==> src/rtl/hevc_interp_pkg.sv <==
// Shared window geometry for the interpolation path, so the loader's window word and the
// interpolator's in_buffer agree in width by construction.
package hevc_interp_pkg;
  localparam int PIX_W    = 8;
  localparam int WIN_DIM  = 15;
  localparam int WIN_PIX  = WIN_DIM * WIN_DIM;
  localparam int WIN_BITS = PIX_W * WIN_PIX;
  localparam int CNT_W    = 8;

  typedef logic [PIX_W-1:0]    pix_t;
  typedef logic [CNT_W-1:0]    cnt_t;
  typedef logic [WIN_BITS-1:0] win_t;

  localparam cnt_t LAST_IDX = CNT_W'(WIN_PIX - 1);

  // LSB of pixel (row r, col c) inside a flat window word.
  function automatic int pix_lsb(input int r, input int c);
    return PIX_W * (c + WIN_DIM * r);
  endfunction
endpackage

==> src/rtl/interp_window_bank.sv <==
// One window-sized register with per-pixel write enable; the written pixel is visible the cycle
// after the write edge. No backpressure: a write is always taken.
module interp_window_bank
  import hevc_interp_pkg::*;
(
  input  logic clk,
  input  logic rst,
  input  logic we,
  input  cnt_t idx,
  input  pix_t data,
  output win_t win
);

  win_t bank_q;
  win_t bank_d;

  always_comb begin
    bank_d = bank_q;
    for (int i = 0; i < WIN_PIX; i++) begin
      if (we && (idx == CNT_W'(i))) begin
        bank_d[i*PIX_W +: PIX_W] = data;
      end
    end
  end

  always_ff @(posedge clk or negedge rst) begin
    if (!rst) begin
      bank_q <= '0;
    end else begin
      bank_q <= bank_d;
    end
  end

  assign win = bank_q;

endmodule

==> src/rtl/interp_window_loader.sv <==
// Assembles raster pixels into ping-pong 15x15 windows; a window is valid the cycle after its
// last pixel is accepted. pix_ready drops only while the bank being filled is still held.
module interp_window_loader
  import hevc_interp_pkg::*;
(
  input  logic                clk,
  input  logic                rst,
  input  logic [PIX_W-1:0]    pix_in,
  input  logic                pix_valid,
  input  logic                pix_sof,
  output logic                pix_ready,
  output logic [WIN_BITS-1:0] win_out,
  output logic                win_valid,
  input  logic                win_ready,
  output logic [CNT_W-1:0]    fill_cnt,
  output logic                resync
);

  if (WIN_PIX > (2**CNT_W) - 1) begin : g_cnt_w_chk
    $error("interp_window_loader: WIN_PIX does not fit the fill counter");
  end

  cnt_t       wr_cnt_q, wr_cnt_d;
  logic       wr_bank_q, wr_bank_d;
  logic       rd_bank_q, rd_bank_d;
  logic [1:0] full_q, full_d;
  logic       resync_q, resync_d;

  logic       accept;
  logic       rel_win;
  cnt_t       wr_idx;
  logic [1:0] bank_we;
  win_t       bank0_win, bank1_win;

  assign pix_ready = !full_q[wr_bank_q];
  assign win_valid = full_q[rd_bank_q];
  assign accept    = pix_valid && pix_ready;
  assign rel_win   = win_valid && win_ready;

  // sof always lands in slot 0, whatever the current fill position.
  assign wr_idx     = pix_sof ? '0 : wr_cnt_q;
  assign bank_we[0] = accept && !wr_bank_q;
  assign bank_we[1] = accept && wr_bank_q;

  always_comb begin
    wr_cnt_d  = wr_cnt_q;
    wr_bank_d = wr_bank_q;
    rd_bank_d = rd_bank_q;
    full_d    = full_q;
    resync_d  = 1'b0;

    if (rel_win) begin
      full_d[rd_bank_q] = 1'b0;
      rd_bank_d         = !rd_bank_q;
    end

    // A fill can only complete into a bank that is not held, so it never
    // collides with the release above.
    if (accept) begin
      if (pix_sof) begin
        wr_cnt_d = CNT_W'(1);
        resync_d = (wr_cnt_q != '0);
      end else if (wr_cnt_q == LAST_IDX) begin
        wr_cnt_d          = '0;
        full_d[wr_bank_q] = 1'b1;
        wr_bank_d         = !wr_bank_q;
      end else begin
        wr_cnt_d = wr_cnt_q + CNT_W'(1);
      end
    end
  end

  always_ff @(posedge clk or negedge rst) begin
    if (!rst) begin
      wr_cnt_q  <= '0;
      wr_bank_q <= 1'b0;
      rd_bank_q <= 1'b0;
      full_q    <= '0;
      resync_q  <= 1'b0;
    end else begin
      wr_cnt_q  <= wr_cnt_d;
      wr_bank_q <= wr_bank_d;
      rd_bank_q <= rd_bank_d;
      full_q    <= full_d;
      resync_q  <= resync_d;
    end
  end

  interp_window_bank u_bank0 (
    .clk  (clk),
    .rst  (rst),
    .we   (bank_we[0]),
    .idx  (wr_idx),
    .data (pix_in),
    .win  (bank0_win)
  );

  interp_window_bank u_bank1 (
    .clk  (clk),
    .rst  (rst),
    .we   (bank_we[1]),
    .idx  (wr_idx),
    .data (pix_in),
    .win  (bank1_win)
  );

  assign win_out  = rd_bank_q ? bank1_win : bank0_win;
  assign fill_cnt = wr_cnt_q;
  assign resync   = resync_q;

endmodule

==> config.mk <==
export PLATFORM = sky130hd
export DESIGN_NAME = interp_window_loader
export DESIGN_NICKNAME = d
export VERILOG_FILES = /design/src/rtl/hevc_interp_pkg.sv /design/src/rtl/interp_window_bank.sv /design/src/rtl/interp_window_loader.sv
export SDC_FILE = /design/constraint.sdc
export NUM_CORES = 2
export LEC_CHECK = 0
export ABC_CLOCK_PERIOD_IN_PS = 5800
export CAP_MARGIN = 20
export CORE_AREA = 2 2 713 715
export DETAILED_ROUTE_END_ITERATION = 6
export DIE_AREA = 0 0 715 717
export PLACE_DENSITY = 0.58
export SYNTH_ARGS = -nofsm -noshare
export SYNTH_HDL_FRONTEND = slang
export SYNTH_SLANG_ARGS = --single-unit
==> constraint.sdc <==
create_clock -name clk -period 5.8 [get_ports clk]
set_input_delay 1.16 -clock clk [delete_from_list [all_inputs] [get_ports clk]]
set_output_delay 1.16 -clock clk [all_outputs]
set_load 0.005 [all_outputs]
# Word-level counts from Yosys, hierarchy flattened
# Index checks and enable logic that the tools add are counted.
# Widths: inputs -> output; s select.
word_totals:
  regBits: 3613
op_classes:
  order_cmp: 4
  bitwise_logic: 4
  mux: 18
  add_sub_neg: 1
  eq_ne: 225
  n_reduce_logical: 462
op_table:
  columns: ["op", "n"]
  rows:
  - ["$mux 1800", 1]
  - ["$eq 8x8->1 const B", 98]
  - ["$eq 8x7->1 const B", 64]
  - ["$logic_and 1x1->1", 456]
  - ["$eq 8x6->1 const B", 32]
  - ["$eq 8x5->1 const B", 16]
  - ["$eq 8x4->1 const B", 8]
  - ["$eq 8x3->1 const B", 4]
  - ["$mux 8", 3]
  - ["$eq 8x2->1 const B", 2]
  - ["$add 8x1->8 const B", 1]
  - ["$eq 8x1->1 const B", 1]
  - ["$logic_not 8->1", 1]
  - ["$mux 1", 8]
  - ["$mux 2", 4]
  - ["$reduce_bool 8->1", 1]
  - ["$lt 1x2->1 const B", 2]
  - ["$logic_not 1->1", 3]
  - ["$reduce_and 3->1", 1]
  - ["$and 2x2->2", 1]
  - ["$demux 1 s1", 2]
  - ["$ge 1x1->1 const B", 2]
  - ["$not 2->2", 1]
  - ["$or 2x2->2", 1]
  - ["$not 1->1", 1]

# Depth between registers and ports, before layout
depth:
  ltp_word: 11
  ltp_mapped: 7
  mapped_depth_nobuf: 6

# By module
# From an unflattened synthesis, not the netlist that was laid out.
unflattened:
  hier_cells: 10396
  hier_area_um2: 160691.6
modules_own_cells:
  columns: ["module", "instances", "cells_per_inst", "seq_area_each_um2", "area_per_inst_um2"]
  rows:
  - ["interp_window_bank", 2, 4156, 45043.2, 69335.2]
  - ["interp_window_loader", 1, 2084, 325.3, 22021.1]

# Worst setup path before layout
# Ideal clock, no wire load.
synth_path:
  kind: "reg2out"
  start: "reg rd_bank_q"
  end: "out win_out[1753]"
  required_ps: 4640
  setup_slack_ps: 2879
  stages_incl_launch_ff: 6
  n_path_buf: 4
  arrival_ps: 1761
  cell_sequence: "dfrtp_1 -> clkbuf_1 -> clkbuf_1 -> clkbuf_1 -> clkbuf_1 -> mux2_2"
synth_between:
  elab_chain_len: 1
synth_lines:
  columns: ["item", "line", "text"]
  rows:
  - ["start, declared", "interp_window_loader.sv:25", "logic rd_bank_q, rd_bank_d;"]
  - ["start signal, assigned", "interp_window_loader.sv:83", "rd_bank_q <= rd_bank_d;"]
  - ["$mux 1800", "interp_window_loader.sv:107", "assign win_out = rd_bank_q ? bank1_win : bank0_win;"]
  - ["end, declared", "interp_window_loader.sv:12", "output logic [WIN_BITS-1:0] win_out,"]
# No other way between the ends.

# Worst setup path after layout
layout_path:
  start: "reg rd_bank_q"
  end: "out win_out[624]"
# Same word-level chain as after synthesis.

==> summary.md <==
| Metric | Value |
|---|---|
| Drc violations | `0` |
| RD Place Congestion | `between 0.7 and 0.8` |
| Arr. time, crit path | `approximately 3800 ps` |
| Post-synthesis sequential area ratio | `between 50 and 60%` |
| PortBufs | `about 1800` |
| Non-filler cells, final | `about 19000` |
| Syn. warnings | `0` |
| Buffers and inverters on the worst path | `3` |
| Syn avg cell area | `15.3 um2` |
| Cell row count | `approximately 260` |
| Pleak | `95.3 nW` |
| First-pass GRT wire length | `818000 um` |
| Cells after synthesis | `around 10000` |
| CTS resizes | `0` |
| Worst vdd ir | `between 200 and 300 uV` |
| Min-Delay Path Class | `primary input to asynchronous set/reset pin` |
| Wire per inst | `approximately 30 um` |
| Hpwl dp | `roughly 410000 um` |
| CP peak stage delay | `around 940 ps` |
| GRT Total Usage | `a little under a quarter` |
| Sequential cell area | `around 0.090 mm2` |
| Worst Skew | `roughly 45 ps` |
| Vias per inst | `between 4 and 5` |
| Latest clock arrival within the worst-skew pair | `between 900 and 1000 ps` |
| DRT Pass-1 Iters | `4` |
| Final Routed Wirelength | `594000 um` |
| FILL cells | `approximately 47000` |
| Reg clk slew, reported paths | `around 60 ps` |
| R2r worst-path depth | `5` |
| Layout area overhead | `26.3%` |
| Top cell type's share of synthesized area | `57.3%` |
| Fin. Hold Viols | `0` |
| Top delay family on crit path | `buffers and inverters` |
| CTS root buf | `clkbuf_16` |
| CP Class | `register to primary output` |
| Post-DRT Antenna Nets | `0` |
| Nature of the critical path endpoint | `primary output` |
| Tmin final | `~5000 ps` |
| H-tree depth | `5` |
| Async S/R FF share, synth | `100%` |
| Synth area leader | `dfrtp_1` |
| Final Max Slew Viols | `0` |
| CTS tree | `done` |
| Reg-to-reg endpoint | `u_bank0.win[811]$_DFFE_PN0P_` |
| Clock Power Share | `between 40% and 50%` |
| CP startpoint kind | `register` |
| Num Clock Sinks | `3613` |
| Global route overflow | `0` |
| Total vias in the final route | `about 95000` |
| Critical path depth | `4` |
| Post-synth EDFFs | `0` |
| Die Span Y | `around 720 um` |
| CP max-delay cell | `dfrtp_4` |
| Die area | `0.513 mm2` |
| Hold_buf cts | `0` |
| Maximum clock frequency | `approximately 200 MHz` |
| Status | `complete, no violations` |
| Largest net degree at the start of global routing | `around 170` |
| Count leader, synth | `mux2_2` |
| Critical Path RT | `~4600 ps` |
| Crit path cell chain | `buf_12, buf_4, mux2_2, clkdlybuf4s50_1` |
| Net Sw Power | `roughly 0.013 W` |
| RSZ-0062 raised after global routing | `false` |
| Worst-case clock buffer depth | `4` |
| R2R setup slack | `approximately 1800 ps` |
| Slew @ Worst Pin | `between 1000 and 1500 ps` |
| Share of cells above drive strength 1 | `between 50 and 60%` |
| Seq cells post-synth | `3613` |
| Netlist cell types | `48` |
| Drt first-iter violations | `approximately 4600` |
| TNS Setup | `0 ps` |
| Power per cell area | `~270 mW/mm2` |
| Placed Cells incl. Taps | `18500` |
| Syn nets | `between 10000 and 15000` |
| Reg power frac | `between 40% and 50%` |
| Synth cell count leaders | `mux2_2 (5380), dfrtp_1 (3613), clkbuf_1 (626)` |
| # setup viols final | `0` |
| Number of setup buffers added after CTS | `0` |
| Pwr Total | `0.0548 W` |
| Crit Path Max Fanout | `46` |
| Vias in the first global route | `between 90000 and 100k` |
| Net Sw Frac | `23.3%` |
| Internal Power | `around 0.042 W` |
| Ys flop type | `dfrtp_1` |
| # Max-Cap Violations | `0` |
| Area of the multi-input gates | `~0.065 mm2` |
| Top Ports | `1824` |
| Initial antenna violation count | `22` |
| Final #Nets | `12200` |
| Fin crit share | `85.8%` |
| Reg2Reg Launch Point | `fill_cnt[0]$_DFFE_PN0N_` |
| Starting density of the core | `a little under a third` |
| Mapped cell area | `0.158 mm2` |
| Relative slew slack | `between 20 and 25%` |
| Die X | `around 720 um` |
| Comb power frac | `about 3.5%` |
| Ranking of synthesized cells by area | `dfrtp_1 (57%), mux2_2 (38%), clkbuf_1 (1.5%), nor2_2 (1.1%), nand2_1 (0.24%)` |
| CTS buffer count | `409` |
| Core ar. | `just over 0.5 mm2` |
==> cells by family after synthesis <==
family,count (synthesis),synth area share (%)
AOI/OAI and AO/OA,22,0.101
xor gates and xnor gates,1,0.00555
adders and majority gates,2,0.0159
buffers and inverters,705,1.74
DFF,3613,57.3
muxes,5402,38.5
and+or+nand+nor,604,2.31
==> placed cells by master (no fill, tap or decap), types with 9 or more instances in the layout <==
master / synthesis / routed
clkbuf_16: 0 / 418
clkinv_2: 0 / 64
clkdlybuf4s50_1: 0 / 1814
mux2_1: 21 / 21
nand2_2: 53 / 64
dfrtp_1: 3613 / 3612
nand2_1: 100 / 88
nor2_1: 18 / 15
nor3_4: 4 / 13
buf_12: 0 / 75
buf_4: 7 / 201
clkbuf_1: 626 / 111
bufinv_16: 0 / 29
nand2b_1: 23 / 22
nor2_2: 290 / 292
nand3_1: 36 / 15
nand3_2: 12 / 11
clkbuf_8: 0 / 105
nand3_4: 0 / 22
diode_2: 0 / 9
mux2_2: 5380 / 5380
nor3_2: 21 / 17
==> final cells by class <==
type / count / area share, %
clock inverter: 127 / 0.875
sequential: 3613 / 45.3
clock buffer: 634 / 6.18
antenna: 9 / 0.0113
multi-input combinational: 6031 / 32.7
timing repair buffer: 2101 / 10.7
inverter: 6 / 0.0113
tap: 6706 / 4.21
==> sequential cells by signal, indices dropped and copies added (netlist names) <==
register / flops
wr_bank_q: 1
u_bank1.win: 1800
u_bank0.win: 1800
rd_bank_q: 1
full_q: 2
fill_cnt: 8
resync: 1
==> how the worst max path moves through the flow <==
stage                           from                            end  slack (ps)
2_1_floorplan  rd_bank_q$_DFFE_PN0N_                  win_out[1753]        2880
3_3_place_gp                 pix_sof   u_bank0.win[896]$_DFFE_PN0P_         920
3_5_place_dp                 pix_sof  u_bank0.win[1249]$_DFFE_PN0P_         850
4_1_cts        rd_bank_q$_DFFE_PN0N_                  win_out[1289]         610
5_1_grt        rd_bank_q$_DFFE_PN0N_                   win_out[574]         610
6_report       rd_bank_q$_DFFE_PN0N_                   win_out[624]         820
==> per-stage QoR <==
stage	hold WS [ps]	instance area [um2]	setup slack (ps)	utilization, %
5_1_grt	54.0	199000	614	39.5
3_5_place_dp	477	185000	847	36.7
3_3_place_gp	469	185000	917	36.7
4_1_cts	30.7	199000	610	39.5
6_report	80.4	199000	824	39.5
2_1_floorplan	459	158000	2880	-
==> routing by layer <==
metal  vias to the layer above  GRT usage [%]  wire, um
met5                         -              0        47
met4                         8           10.6     32700
met3                       793           5.81     35800
met2                      2127           37.1    283000
met1                     51100           27.6    242000
li1                      40700              -         -
==> power by group through the flow <==
stage	Clock (W)	Combinational, W	Sequential, W
after detailed placement	0	0.00202	0.0262
after global placement	0	0.00200	0.0262
after CTS	0.0278	0.00202	0.0258
final	0.0271	0.00194	0.0258
after global routing	0.0288	0.00214	0.0258
after floorplan	0	0.000772	0.0262
==> worst register-to-register path: stages (launching register included) <==
cell	delay, ps
dfrtp_1	670
nor2b_2	960
nand3_4	920
buf_4	500
nor2_2	420
mux2_2	400
Power figures use the tool's default switching activity.
